### src/rtl/ahb_arbiter.sv
// Round-robin, lock-aware AHB bus arbiter with a default master; request to HGRANT is 1 HREADY edge,
// HGRANT to HMASTER one more. HREADY=0 freezes all state, so bursts and locked sequences never split.
module ahb_arbiter #(
  parameter int NUM_MASTERS    = 4,
  parameter int DEFAULT_MASTER = 0,
  parameter int MW             = $clog2(NUM_MASTERS)
) (
  input  logic                   HCLK,
  input  logic                   HRESETn,
  input  logic [NUM_MASTERS-1:0] HBUSREQ,
  input  logic [NUM_MASTERS-1:0] HLOCK,
  input  logic [1:0]             HTRANS,
  input  logic [2:0]             HBURST,
  input  logic                   HREADY,
  output logic [NUM_MASTERS-1:0] HGRANT,
  output logic [MW-1:0]          HMASTER,
  output logic                   HMASTLOCK
);

  localparam logic [1:0] TR_IDLE   = 2'b00;
  localparam logic [1:0] TR_BUSY   = 2'b01;
  localparam logic [1:0] TR_NONSEQ = 2'b10;
  localparam logic [1:0] TR_SEQ    = 2'b11;
  localparam logic [2:0] BU_INCR   = 3'b001;

  logic [MW-1:0] owner;
  logic [3:0]    beats_left;
  logic          incr_hold;

  logic [3:0]    beats_nxt;
  logic          incr_nxt;
  logic          handover;
  logic [MW-1:0] winner;
  logic          found;
  logic [MW-1:0] cand_idx;
  int            cand;

  always_comb begin
    beats_nxt = beats_left;
    incr_nxt  = incr_hold;
    case (HTRANS)
      TR_NONSEQ: begin
        incr_nxt = (HBURST == BU_INCR);
        case (HBURST)
          3'b010, 3'b011: beats_nxt = 4'd3;
          3'b100, 3'b101: beats_nxt = 4'd7;
          3'b110, 3'b111: beats_nxt = 4'd15;
          default:        beats_nxt = 4'd0;
        endcase
      end
      TR_SEQ:  beats_nxt = (beats_left == 4'd0) ? 4'd0 : beats_left - 4'd1;
      TR_BUSY: beats_nxt = beats_left;
      default: begin
        beats_nxt = 4'd0;
        incr_nxt  = 1'b0;
      end
    endcase
  end

  // An undefined-length INCR burst keeps the bus while its owner still requests.
  assign handover = (beats_nxt == 4'd0) && !HLOCK[owner] &&
                    !(incr_hold && HBUSREQ[owner] && (HTRANS != TR_IDLE));

  // Search starts just after the owner and ends on the owner itself.
  always_comb begin
    found    = 1'b0;
    winner   = MW'(DEFAULT_MASTER);
    cand     = 0;
    cand_idx = '0;
    for (int i = 1; i <= NUM_MASTERS; i++) begin
      cand     = (int'(owner) + i) % NUM_MASTERS;
      cand_idx = MW'(cand);
      if (!found && HBUSREQ[cand_idx]) begin
        found  = 1'b1;
        winner = cand_idx;
      end
    end
  end

  always_ff @(posedge HCLK) begin
    if (!HRESETn) begin
      owner      <= MW'(DEFAULT_MASTER);
      HGRANT     <= NUM_MASTERS'(1) << DEFAULT_MASTER;
      HMASTER    <= MW'(DEFAULT_MASTER);
      HMASTLOCK  <= 1'b0;
      beats_left <= 4'd0;
      incr_hold  <= 1'b0;
    end else if (HREADY) begin
      HMASTER    <= owner;
      HMASTLOCK  <= HLOCK[owner];
      beats_left <= beats_nxt;
      if (handover && (winner != owner)) begin
        owner     <= winner;
        HGRANT    <= NUM_MASTERS'(1) << winner;
        incr_hold <= 1'b0;
      end else begin
        incr_hold <= incr_nxt;
      end
    end
  end

endmodule

### config.mk
export PLATFORM = sky130hd
export DESIGN_NAME = ahb_arbiter
export DESIGN_NICKNAME = d
export VERILOG_FILES = /design/src/rtl/ahb_arbiter.sv
export SDC_FILE = /design/constraint.sdc
export NUM_CORES = 1
export LEC_CHECK = 0
export BUFFER_PORTS_ARGS = -buffer_cell sky130_fd_sc_hd__buf_4
export CAP_MARGIN = 20
export CORE_ASPECT_RATIO = 0.7
export CORE_MARGIN = 2
export CORE_UTILIZATION = 47
export CTS_CLUSTER_DIAMETER = 40
export CTS_CLUSTER_SIZE = 28
export DETAILED_ROUTE_END_ITERATION = 10
export GPL_TIMING_DRIVEN = 0
export MAX_ROUTING_LAYER = met4
export PLACE_DENSITY = 0.76
export SLEW_MARGIN = 10
export SYNTH_ARGS = -nofsm -noshare
export SYNTH_HDL_FRONTEND = slang
export SYNTH_SLANG_ARGS = --single-unit
export TNS_END_PERCENT = 100
### constraint.sdc
create_clock -name HCLK -period 2.6 [get_ports HCLK]
set_clock_uncertainty 0.2 [all_clocks]
set_input_delay 0.39 -clock HCLK [delete_from_list [all_inputs] [get_ports HCLK]]
set_output_delay 0.39 -clock HCLK [all_outputs]
set_load 0.05 [all_outputs]
==> summary.md, run 1 <==
| Metric | Value |
|---|---|
| Total clock sinks | `14` |
| Placed insts | `155` |
| Vias in the first global route | `826` |
| Final min period | `2.48 ns` |
| Post-synth top area share | `29.6%` |
| Final WS setup | `0.115 ns` |
| Biggest area consumer among synthesized cells | `dfxtp_1` |
| Comb power frac | `28.6%` |
| CP max FO | `7` |
| WL met2 | `1.03 mm` |
| Status | `finished, final reports clean` |
| Share of power burned in the clock network | `29.0%` |
| Hold EP | `beats_left[2]` |
| Post-route DRC | `0` |
| Non-Filler Instances | `164` |
| Final Wtd Congestion | `0.875` |
| EDFF count, synth | `0` |
| Max layer used | `met4` |
| Static leakage | `0.483 nW` |
| Aggregate global routing overflow | `0` |
| Core area | `0.00187 mm²` |
| Worst-Margin Slew | `0.520 ns` |
| Initial Utilization | `50.6%` |
| DR pass1 iterations | `4` |
| Avg Inst Size Synth | `8.53 µm²` |
| Post-synthesis sequential area ratio | `29.6%` |
| TritonCTS clock tree | `built` |
| Cts repair resizes | `0` |
| Met3 Wirelength | `167 µm` |
| Count leader, synth | `dfxtp_1` |
| Die Area | `0.00240 mm²` |
| Fmax | `402 MHz` |
| Die Height | `41.6 µm` |
| Clk slew on worst S/H paths | `0.09 ns` |
| DRT antenna net count | `0` |
| Metal-1 WL | `1.00 mm` |
| Htree depth | `1` |
| Yosys warnings | `0` |
| Rows | `13` |
| Capture point of the worst reg-to-reg path | `HGRANT[0]` |
| Routed via count | `974` |
| Wire per inst | `13.4 µm` |
| Switching power total | `0.168 mW` |
| Setup CP Type | `flip-flop to flip-flop` |
| Worst hold slack | `0.230 ns` |
| Total power | `0.552 mW` |
| Sequential share of power | `42.4%` |
| Net Count, Synth | `128` |
| Crit path launch | `beats_left[0]` |
| Async set or reset register ratio after synthesis | `0%` |
| Startpoint types | `flip-flop` |
| Hold wc startpoint | `HBURST[2]` |
| First-pass GRT wire length | `3.49 mm` |
| Hold Path Depth | `3` |
| Clock latency on the worst-skew pair | `0.28 ns` |
| First DRT Iteration DRCs | `37` |
| Hold Vio Cnt, Final | `0` |
| Fin crit share | `95.6%` |
| RSZ-0062 raised after global routing | `false` |
| Die Wd | `57.7 µm` |
| DR vias/cell | `5.94` |
| Cell area after synthesis | `947 µm²` |
| Yosys cell types | `40` |
| Setup TNS | `0 ns` |
| Largest net degree at the start of global routing | `11` |
| Share of cells above drive strength 1 | `29.6%` |
| R2r startpoint | `beats_left[0]` |
| Seq cells post-synth | `14` |
| Initial antenna violation count | `0` |
| Setup crit end kind | `flip-flop` |
| N_diodes | `0` |
| Syn-to-layout area delta | `28.1%` |
| Final setup vio count | `0` |
| Final #Nets | `160` |
| Dominant cells by area after synthesis | `dfxtp_1 (30%), mux2i_1 (9.5%), nor2_1 (5.2%)` |
| Crit path DAT | `2.46 ns` |
| Critical Path RT | `2.58 ns` |
| Worst hold path class | `input port to flip-flop` |
| Register-to-Register Path Depth | `8` |
| Setup slack, reg-to-reg | `0.12 ns` |
| Max transition margin | `65.3%` |
| Port Buffer Count | `22` |
| Final Max Tran Viols | `0` |
| Max clock buf depth | `2` |
| Top cells by count, synth | `dfxtp_1 (14), nor2_1 (13), nand2_1 (12)` |
| Ys flop type | `dfxtp_1` |
| Switching Fraction | `30.5%` |
| CTS root buf | `clkbuf_4` |
| Peak VDD IR | `0.000325 V` |
| Place WS | `0.00681 ns` |
| Cells after Synth | `111` |
| Dpl hpwl | `1.65 mm` |
| Power Dens Cells | `455 mW/mm²` |
| Num ports | `23` |
| Num CTS Buffers | `3` |
| Internal power | `0.384 mW` |
| Max_cap viols | `0` |
| Gr usage total | `19.0%` |
| Total wire length | `2.21 mm` |
layer usage:
| layer | track usage [%] | up-vias |
|---|---|---|
| li1 | - | 473 |
| met5 | - | - |
| met3 | 6.85 | 2 |
| met4 | 1.40 | 0 |
| met1 | 25.6 | 465 |
| met2 | 28.9 | 34 |
what timing repair did:
| action | CTS | global route |
|---|---|---|
| setup buffers | 3 | 2 |
| setup endpoints to repair | 1 | 3 |
| hold endpoints to repair | 0 | 0 |
| pin swaps | 1 | 3 |
| hold buffers | 0 | 0 |
how the worst max path moves through the flow:
stage	end	cells after the start
after floorplan	HGRANT[0]	7
after global placement	HGRANT[0]	7
after detailed placement	HGRANT[0]	7
after CTS	HGRANT[0]	7
after global routing	HGRANT[0]	8
final	HGRANT[0]	8
power groups by stage:
stage                     sequential [mW]  combinational [mW]  clock, mW
after floorplan                     0.251              0.0858          0
final                               0.234               0.158      0.160
after global routing                0.235               0.171      0.172
after detailed placement            0.238               0.148          0
after global placement              0.238               0.146          0
after CTS                           0.234               0.153      0.164
cell families (layout without fill, tap and decap cells):
logic type | Yosys count | in the layout | synth area share, %
adder cells (fa/ha/maj) | 1 | 1 | 1.32
multiplexers | 12 | 12 | 15.9
buffers and inverters | 9 | 40 | 5.15
AO/OA/AOI/OAI | 25 | 25 | 18.1
AND/OR/NAND/NOR | 50 | 50 | 30.0
flip-flops | 14 | 14 | 29.6
registers in the layout, summed over array words and instances, names as in the netlist:
signal	count
HGRANT	4
beats_left	4
HMASTER	2
owner	2
HMASTLOCK	1
incr_hold	1
cell usage in the layout (no fill, tap or decap), types with 2 or more instances in the layout:
| cell type | instances |
|---|---|
| or3b_2 | 2 |
| dfxtp_1 | 14 |
| mux4_2 | 2 |
| buf_4 | 27 |
| mux2i_1 | 9 |
| nand3_1 | 3 |
| nand4_1 | 2 |
| buf_6 | 2 |
| nand2_1 | 12 |
| a311oi_1 | 2 |
| nor2b_1 | 5 |
| o21ai_0 | 7 |
| clkbuf_4 | 3 |
| nor2_1 | 13 |
| o211ai_1 | 5 |
| inv_1 | 4 |
| a211oi_1 | 2 |
| a21oi_1 | 3 |
critical path, stage by stage, from the launching register on:
cell and delay [ns]:
dfxtp_1 0.38, inv_1 0.08, ha_1 0.20, or3b_2 0.47, nand3_1 0.12, o211ai_1 0.14, nor4_4 0.30, buf_4 0.19
mux2_4 0.30
metrics by stage:
stage          cell area, µm²  util, %
3_3_place_gp             1140     60.9
4_1_cts                  1200     64.1
6_report                 1210     64.9
3_5_place_dp             1140     60.9
5_1_grt                  1210     64.9
2_1_floorplan             947        -
area by class of cell:
cell class	count	area, µm²
Multi-Input combinational cell	88	618
Sequential cell	14	280
Fill cell	166	657
Inverter	5	18.8
Clock buffer	4	36.3
Buffer	4	30.0
Tap cell	22	27.5
Timing Repair Buffer	27	203
Power figures use the tool's default switching activity.
==> run 2: changes to the inputs <==
--- a/config.mk
+++ b/config.mk
@@ -5,17 +5,18 @@
 export SDC_FILE = /design/constraint.sdc
 export NUM_CORES = 1
 export LEC_CHECK = 0
+export ABC_AREA = 1
 export BUFFER_PORTS_ARGS = -buffer_cell sky130_fd_sc_hd__buf_4
 export CAP_MARGIN = 20
 export CORE_ASPECT_RATIO = 0.7
 export CORE_MARGIN = 2
-export CORE_UTILIZATION = 47
+export CORE_UTILIZATION = 49
 export CTS_CLUSTER_DIAMETER = 40
 export CTS_CLUSTER_SIZE = 28
 export DETAILED_ROUTE_END_ITERATION = 10
 export GPL_TIMING_DRIVEN = 0
 export MAX_ROUTING_LAYER = met4
-export PLACE_DENSITY = 0.76
+export PLACE_DENSITY = 0.77
 export SLEW_MARGIN = 10
 export SYNTH_ARGS = -nofsm -noshare
 export SYNTH_HDL_FRONTEND = slang
==> run 2 against run 1 <==
  * Register-to-register slack better by 0.35 ns
  * Synthesized cell count is 60% higher
  * Count of clock-buffer cells in the layout unchanged
  * Die area rose by 15%
  * Setup slack improved by 0.35 ns
  * First-iteration DRC count increased to 2.5 times the previous value
  * Sequential share of layout area is 3.0 points lower
  * Synthesized area is 22% higher
==> summary.md, run 2 <==
| Metric | Value |
|---|---|
| DP Area | `0.00136 mm²` |
| Aggregate global routing overflow | `0` |
| Non-Filler Instances | `236` |
| Largest net degree at the start of global routing | `11` |
| Layout Utilization | `63.6%` |
| Gr usage total | `22.5%` |
| Setup CP Type | `flip-flop to flip-flop` |
| Peak VDD IR | `0.000314 V` |
| RSZ-0062 raised after global routing | `false` |
| Power Dens Cells | `541 mW/mm²` |
| Post-synth top area share | `24.3%` |
| Area of the multi-input gates | `733 µm²` |
| Setup TNS | `0 ns` |
| Dominant cells by area after synthesis | `dfxtp_1 (24%), nand2_1 (17%), inv_1 (6.5%)` |
| Routed via count | `1218` |
| Final Max Tran Viols | `0` |
| Register area | `280 µm²` |
| Die Wd | `61.9 µm` |
| Cts repair resizes | `0` |
| Wire per inst | `11.5 µm` |
| Dpl hpwl | `2.08 mm` |
| Final Wtd Congestion | `0.841` |
| Die Area | `0.00276 mm²` |
| Post-route design area | `0.00139 mm²` |
| First-pass GRT wire length | `4.51 mm` |
| Total clock sinks | `14` |
| Startpoint types | `flip-flop` |
| Postcts setup bufs | `0` |
| Status | `finished, final reports clean` |
| Worst hold path class | `input port to flip-flop` |
| Cells after Synth | `178` |
| Max clock buf depth | `2` |
| Ys flop type | `dfxtp_1` |
| Hold Vio Cnt, Final | `0` |
| Synth Area in Simple Gates | `44.5%` |
| Yosys cell types | `30` |
| Post-route DRC | `0` |
| Core area | `0.00219 mm²` |
| Fmax | `469 MHz` |
| Crit path DAT | `2.14 ns` |
| Setup slack, reg-to-reg | `0.47 ns` |
| Max transition margin | `73.4%` |
| TritonCTS clock tree | `built` |
| Place WS | `0.561 ns` |
| Compound-gate portion of the synthesized area | `16.6%` |
| Yosys warnings | `0` |
| Share of cells above drive strength 1 | `26.0%` |
| Total wire length | `2.72 mm` |
| Initial antenna violation count | `0` |
| Initial Utilization | `52.6%` |
| CTS root buf | `clkbuf_4` |
| Top cells by count, synth | `nand2_1 (53), inv_1 (20), dfxtp_1 (14)` |
| CP max FO | `10` |
| Critical Path RT | `2.61 ns` |
| Avg Inst Size Synth | `6.47 µm²` |
| Max_cap viols | `0` |
| Net Count, Synth | `195` |
| Fillers | `205` |
| Async set or reset register ratio after synthesis | `0%` |
| Clk slew on worst S/H paths | `0.09 ns` |
| Post-synthesis sequential area ratio | `24.3%` |
| Syn-to-layout area delta | `21.0%` |
| Count leader, synth | `nand2_1` |
| Final setup vio count | `0` |
| Total power | `0.753 mW` |
| Final #Nets | `222` |
| Port Buffer Count | `22` |
| Worst-Margin Slew | `0.399 ns` |
| Die Height | `44.6 µm` |
| Clock latency on the worst-skew pair | `0.28 ns` |
| Xor/xnor share of the synthesized area | `1.52%` |
| Biggest area consumer among synthesized cells | `dfxtp_1` |
| DR pass1 iterations | `4` |
| Placed insts | `232` |
| Commonest non-fill, non-tap cell in the layout | `nand2_1` |
| Worst hold slack | `0.133 ns` |
| Biggest regs | `HGRANT (4), beats_left (4)` |
| Commonest cells after routing, fill and taps aside | `nand2_1 (53), buf_4 (24), inv_1 (20), dfxtp_1 (14), a21oi_1 (13)` |
| Rows | `14` |
| DRT antenna net count | `0` |
| Setup crit end kind | `flip-flop` |
| First DRT Iteration DRCs | `93` |
| Post-synthesis mux area share | `0%` |
| Num ports | `23` |
| Num CTS Buffers | `3` |
| EDFF count, synth | `0` |
| Vias in the first global route | `1079` |
| Hold-fix buffers, CTS | `0` |
| DR vias/cell | `5.16` |
| Seq cells post-synth | `14` |
| Final WS setup | `0.468 ns` |
| N_diodes | `0` |
| Static leakage | `0.690 nW` |
| Cell area after synthesis | `0.00115 mm²` |
| Fin crit share | `82.0%` |
| Largest family of logic cells by synthesized area | `simple AND/OR/NAND/NOR gates` |
| Htree depth | `1` |
| Final min period | `2.13 ns` |
| Post-Synth Adder-Cell Area | `1.09%` |
[run 2: kinds of logic (layout without fill, tap and decap cells)]
family / after synthesis / in the layout
DFF: 14 / 14
buffers and inverters: 32 / 58
xor gates and xnor gates: 2 / 2
and+or+nand+nor: 98 / 98
adders and majority gates: 1 / 1
AOI/OAI and AO/OA: 31 / 31
[run 2: final timing paths]
path                   from        end  cells past startpoint
setup / recovery   owner[1]  HGRANT[1]                     13
hold reg to reg   HGRANT[3]  HGRANT[3]                      2
hold / removal      HRESETn  HGRANT[0]                      2
setup reg to reg   owner[1]  HGRANT[1]                     13
[run 2: cell type report]
| type | count | share of cell area, % |
|---|---|---|
| multi-input combinational | 132 | 52.7 |
| clock buffer | 4 | 2.61 |
| sequential | 14 | 20.1 |
| inverter | 28 | 7.73 |
| timing repair buffer | 22 | 11.9 |
| buffer | 4 | 2.16 |
| tap | 32 | 2.88 |
[run 2: routing by layer]
layer	up-vias	global-route usage [%]	share of wire, %
met2	50	33.9	43
met3	5	3.51	7.6
met5	-	-	0
met4	0	5.53	1.2
li1	639	-	-
met1	524	31.6	48
[run 2: worst max-delay path, cell delays in order, from the launching register on]
cell and delay, ns:
dfxtp_1 0.34, buf_4 0.18, inv_4 0.08, nand2_1 0.06
nand2_1 0.09, nand2_2 0.13, nand2_4 0.09, nor2_8 0.11
nand3_4 0.10, o21ai_2 0.23, nand2_1 0.09, clkinv_1 0.06
nand4_1 0.12, a21oi_1 0.18
[run 2: report_power, final]
part / switching [mW] / leakage, nW / internal [mW] / total (mW)
Clock: 0.0732 / 0.0210 / 0.0852 / 0.158
Sequential: 0.00766 / 0.115 / 0.230 / 0.237
Combinational: 0.239 / 0.555 / 0.118 / 0.357
==> run 3: changes to the inputs <==
--- a/config.mk
+++ b/config.mk
@@ -10,13 +10,13 @@
 export CAP_MARGIN = 20
 export CORE_ASPECT_RATIO = 0.7
 export CORE_MARGIN = 2
-export CORE_UTILIZATION = 49
+export CORE_UTILIZATION = 54
 export CTS_CLUSTER_DIAMETER = 40
 export CTS_CLUSTER_SIZE = 28
 export DETAILED_ROUTE_END_ITERATION = 10
 export GPL_TIMING_DRIVEN = 0
 export MAX_ROUTING_LAYER = met4
-export PLACE_DENSITY = 0.77
+export PLACE_DENSITY = 0.81
 export SLEW_MARGIN = 10
 export SYNTH_ARGS = -nofsm -noshare
 export SYNTH_HDL_FRONTEND = slang
==> constraint.sdc (replaced) <==
create_clock -name HCLK -period 2.1 [get_ports HCLK]
set_clock_uncertainty 0.2 [all_clocks]
set_input_delay 0.315 -clock HCLK [delete_from_list [all_inputs] [get_ports HCLK]]
set_output_delay 0.315 -clock HCLK [all_outputs]
set_load 0.05 [all_outputs]
==> run 3 against run 2 <==
  * Sequential share of layout area down 1.7 points
  * Routed wire length up 21%
  * Non-clock buffer count up 10
==> summary.md, run 3 (same netlist as run 2, synthesis figures left out) <==
| Metric | Value |
|---|---|
| Status | `finished, final reports clean` |
| Gr usage total | `24.6%` |
| Sequential share of power | `28.7%` |
| DRT antenna net count | `0` |
| TritonCTS clock tree | `built` |
| Share of power burned in the clock network | `19.1%` |
| Share of cells above drive strength 1 | `36.4%` |
| R2r startpoint | `owner[1]` |
| Commonest cells after routing, fill and taps aside | `nand2_1 (47), buf_4 (30), inv_1 (18)` |
| Setup slack, reg-to-reg | `0.01 ns` |
| Port Buffer Count | `22` |
| Die Height | `42.6 µm` |
| Core area | `0.00194 mm²` |
| Dpl hpwl | `2.23 mm` |
| Critical Path RT | `2.12 ns` |
| Fin crit share | `99.3%` |
| Total wire length | `3.30 mm` |
| First-pass GRT wire length | `4.65 mm` |
| Die Area | `0.00252 mm²` |
| CP max FO | `10` |
| Setup CP Type | `flip-flop to flip-flop` |
| RSZ-0062 raised after global routing | `true` |
| Register-to-Register Path Depth | `16` |
| Num CTS Buffers | `3` |
| Final #Nets | `232` |
| Final Wtd Congestion | `0.807` |
| Comb power frac | `52.2%` |
| Startpoint types | `flip-flop` |
| Max clock buf depth | `2` |
| Final Max Tran Viols | `0` |
| Worst-Margin Slew | `0.425 ns` |
| Wire per inst | `14.0 µm` |
| Worst hold slack | `0.0722 ns` |
| Setup TNS | `0 ns` |
| Hold EP | `HGRANT[0]` |
| First DRT Iteration DRCs | `100` |
| Total clock sinks | `14` |
| Power Dens Cells | `666 mW/mm²` |
| Switching power total | `0.439 mW` |
| Fmax | `480 MHz` |
| Setup crit end kind | `flip-flop` |
| Final setup vio count | `0` |
| Hold Vio Cnt, Final | `0` |
| Hold-fix buffers, CTS | `0` |
| Routed via count | `1362` |
| Htree depth | `1` |
| Clk slew on worst S/H paths | `0.09 ns` |
| CTS root buf | `clkbuf_4` |
| Switching Fraction | `42.5%` |
| DR vias/cell | `5.77` |
| Hold wc startpoint | `HRESETn` |
| Max_cap viols | `0` |
| N_diodes | `0` |
| Max transition margin | `71.6%` |
| Static leakage | `0.758 nW` |
| Post-route DRC | `0` |
| Aggregate global routing overflow | `0` |
| Largest net degree at the start of global routing | `11` |
| Initial Utilization | `59.5%` |
| DR pass1 iterations | `7` |
| Syn-to-layout area delta | `34.7%` |
| Worst hold path class | `input port to flip-flop` |
| Peak VDD IR | `0.000507 V` |
| Initial antenna violation count | `0` |
| Final min period | `2.09 ns` |
| Rows | `13` |
| Clock latency on the worst-skew pair | `0.28 ns` |
| Commonest non-fill, non-tap cell in the layout | `nand2_1` |
| Crit path DAT | `2.11 ns` |
| Num ports | `23` |
| Vias in the first global route | `1068` |
| Hold Path Depth | `2` |
| Capture point of the worst reg-to-reg path | `incr_hold` |
| Biggest regs | `HGRANT (4), beats_left (4)` |
| Die Wd | `59.2 µm` |
| Internal power | `0.594 mW` |
-- run 3: per-layer routing --
layer / global-route usage (%) / vias up / part of all wire, %
li1: - / 666 / -
met1: 35.4 / 599 / 47
met2: 34.5 / 79 / 43
met3: 3.70 / 18 / 6.6
met4: 8.18 / 0 / 3.3
met5: - / - / 0
-- run 3: cell type report --
class                           count  area (µm²)
Multi-Input combinational cell    132         785
Fill cell                         129         385
Sequential cell                    14         285
Timing Repair Buffer               32         262
Inverter                           28         110
Buffer                              4        45.0
Clock buffer                        4        36.3
Tap cell                           22        27.5
-- run 3: repair_timing --
action / 4_1_cts / 5_1_grt
setup buffers: 0 / 9
endpoints found under the setup margin: 0 / 7
gates resized for setup: 0 / 25
-- run 3: how the worst max path moves through the flow --
| stage | startpoint | depth (start not counted) | to |
|---|---|---|---|
| after floorplan | owner[0] | 16 | HGRANT[1] |
| after global placement | owner[1] | 13 | HGRANT[1] |
| after detailed placement | beats_left[0] | 12 | HGRANT[2] |
| after CTS | owner[1] | 13 | HGRANT[3] |
| after global routing | owner[1] | 17 | HGRANT[2] |
| final | owner[1] | 16 | incr_hold |
-- run 3: metrics by stage --
step	std cells	cell area [µm²]	setup WS, ns	utilization [%]	power (mW)
final	236	1550	0.0146	80.1	1.03
after global routing	236	1550	-0.144	80.1	1.08
after detailed placement	222	1340	0.0527	69.4	0.735
after CTS	226	1380	0.0137	71.3	0.932
after global placement	222	1340	0.118	69.4	0.720
after floorplan	178	1150	0.287	-	0.635
-- run 3: worst max-delay path: stages (launching register included) --
cell and delay [ns]:
dfxtp_2 0.34, buf_6 0.12, inv_4 0.07, nand2_2 0.06, nand2_2 0.09, nand2_4 0.11
nand2_4 0.08, nor2_8 0.15, nand3_4 0.11, nand4_1 0.10, nand2_1 0.08, inv_2 0.07
nand2_4 0.08, buf_4 0.14, nand2_1 0.05, nand2_1 0.04, a21oi_1 0.13
-- run 3: power by group through the flow --
stage	clock (mW)	combinational, mW	sequential, mW
final	0.197	0.539	0.296
after global routing	0.207	0.576	0.298
after CTS	0.200	0.438	0.294
after detailed placement	0	0.435	0.300
after global placement	0	0.421	0.299
after floorplan	0	0.303	0.332
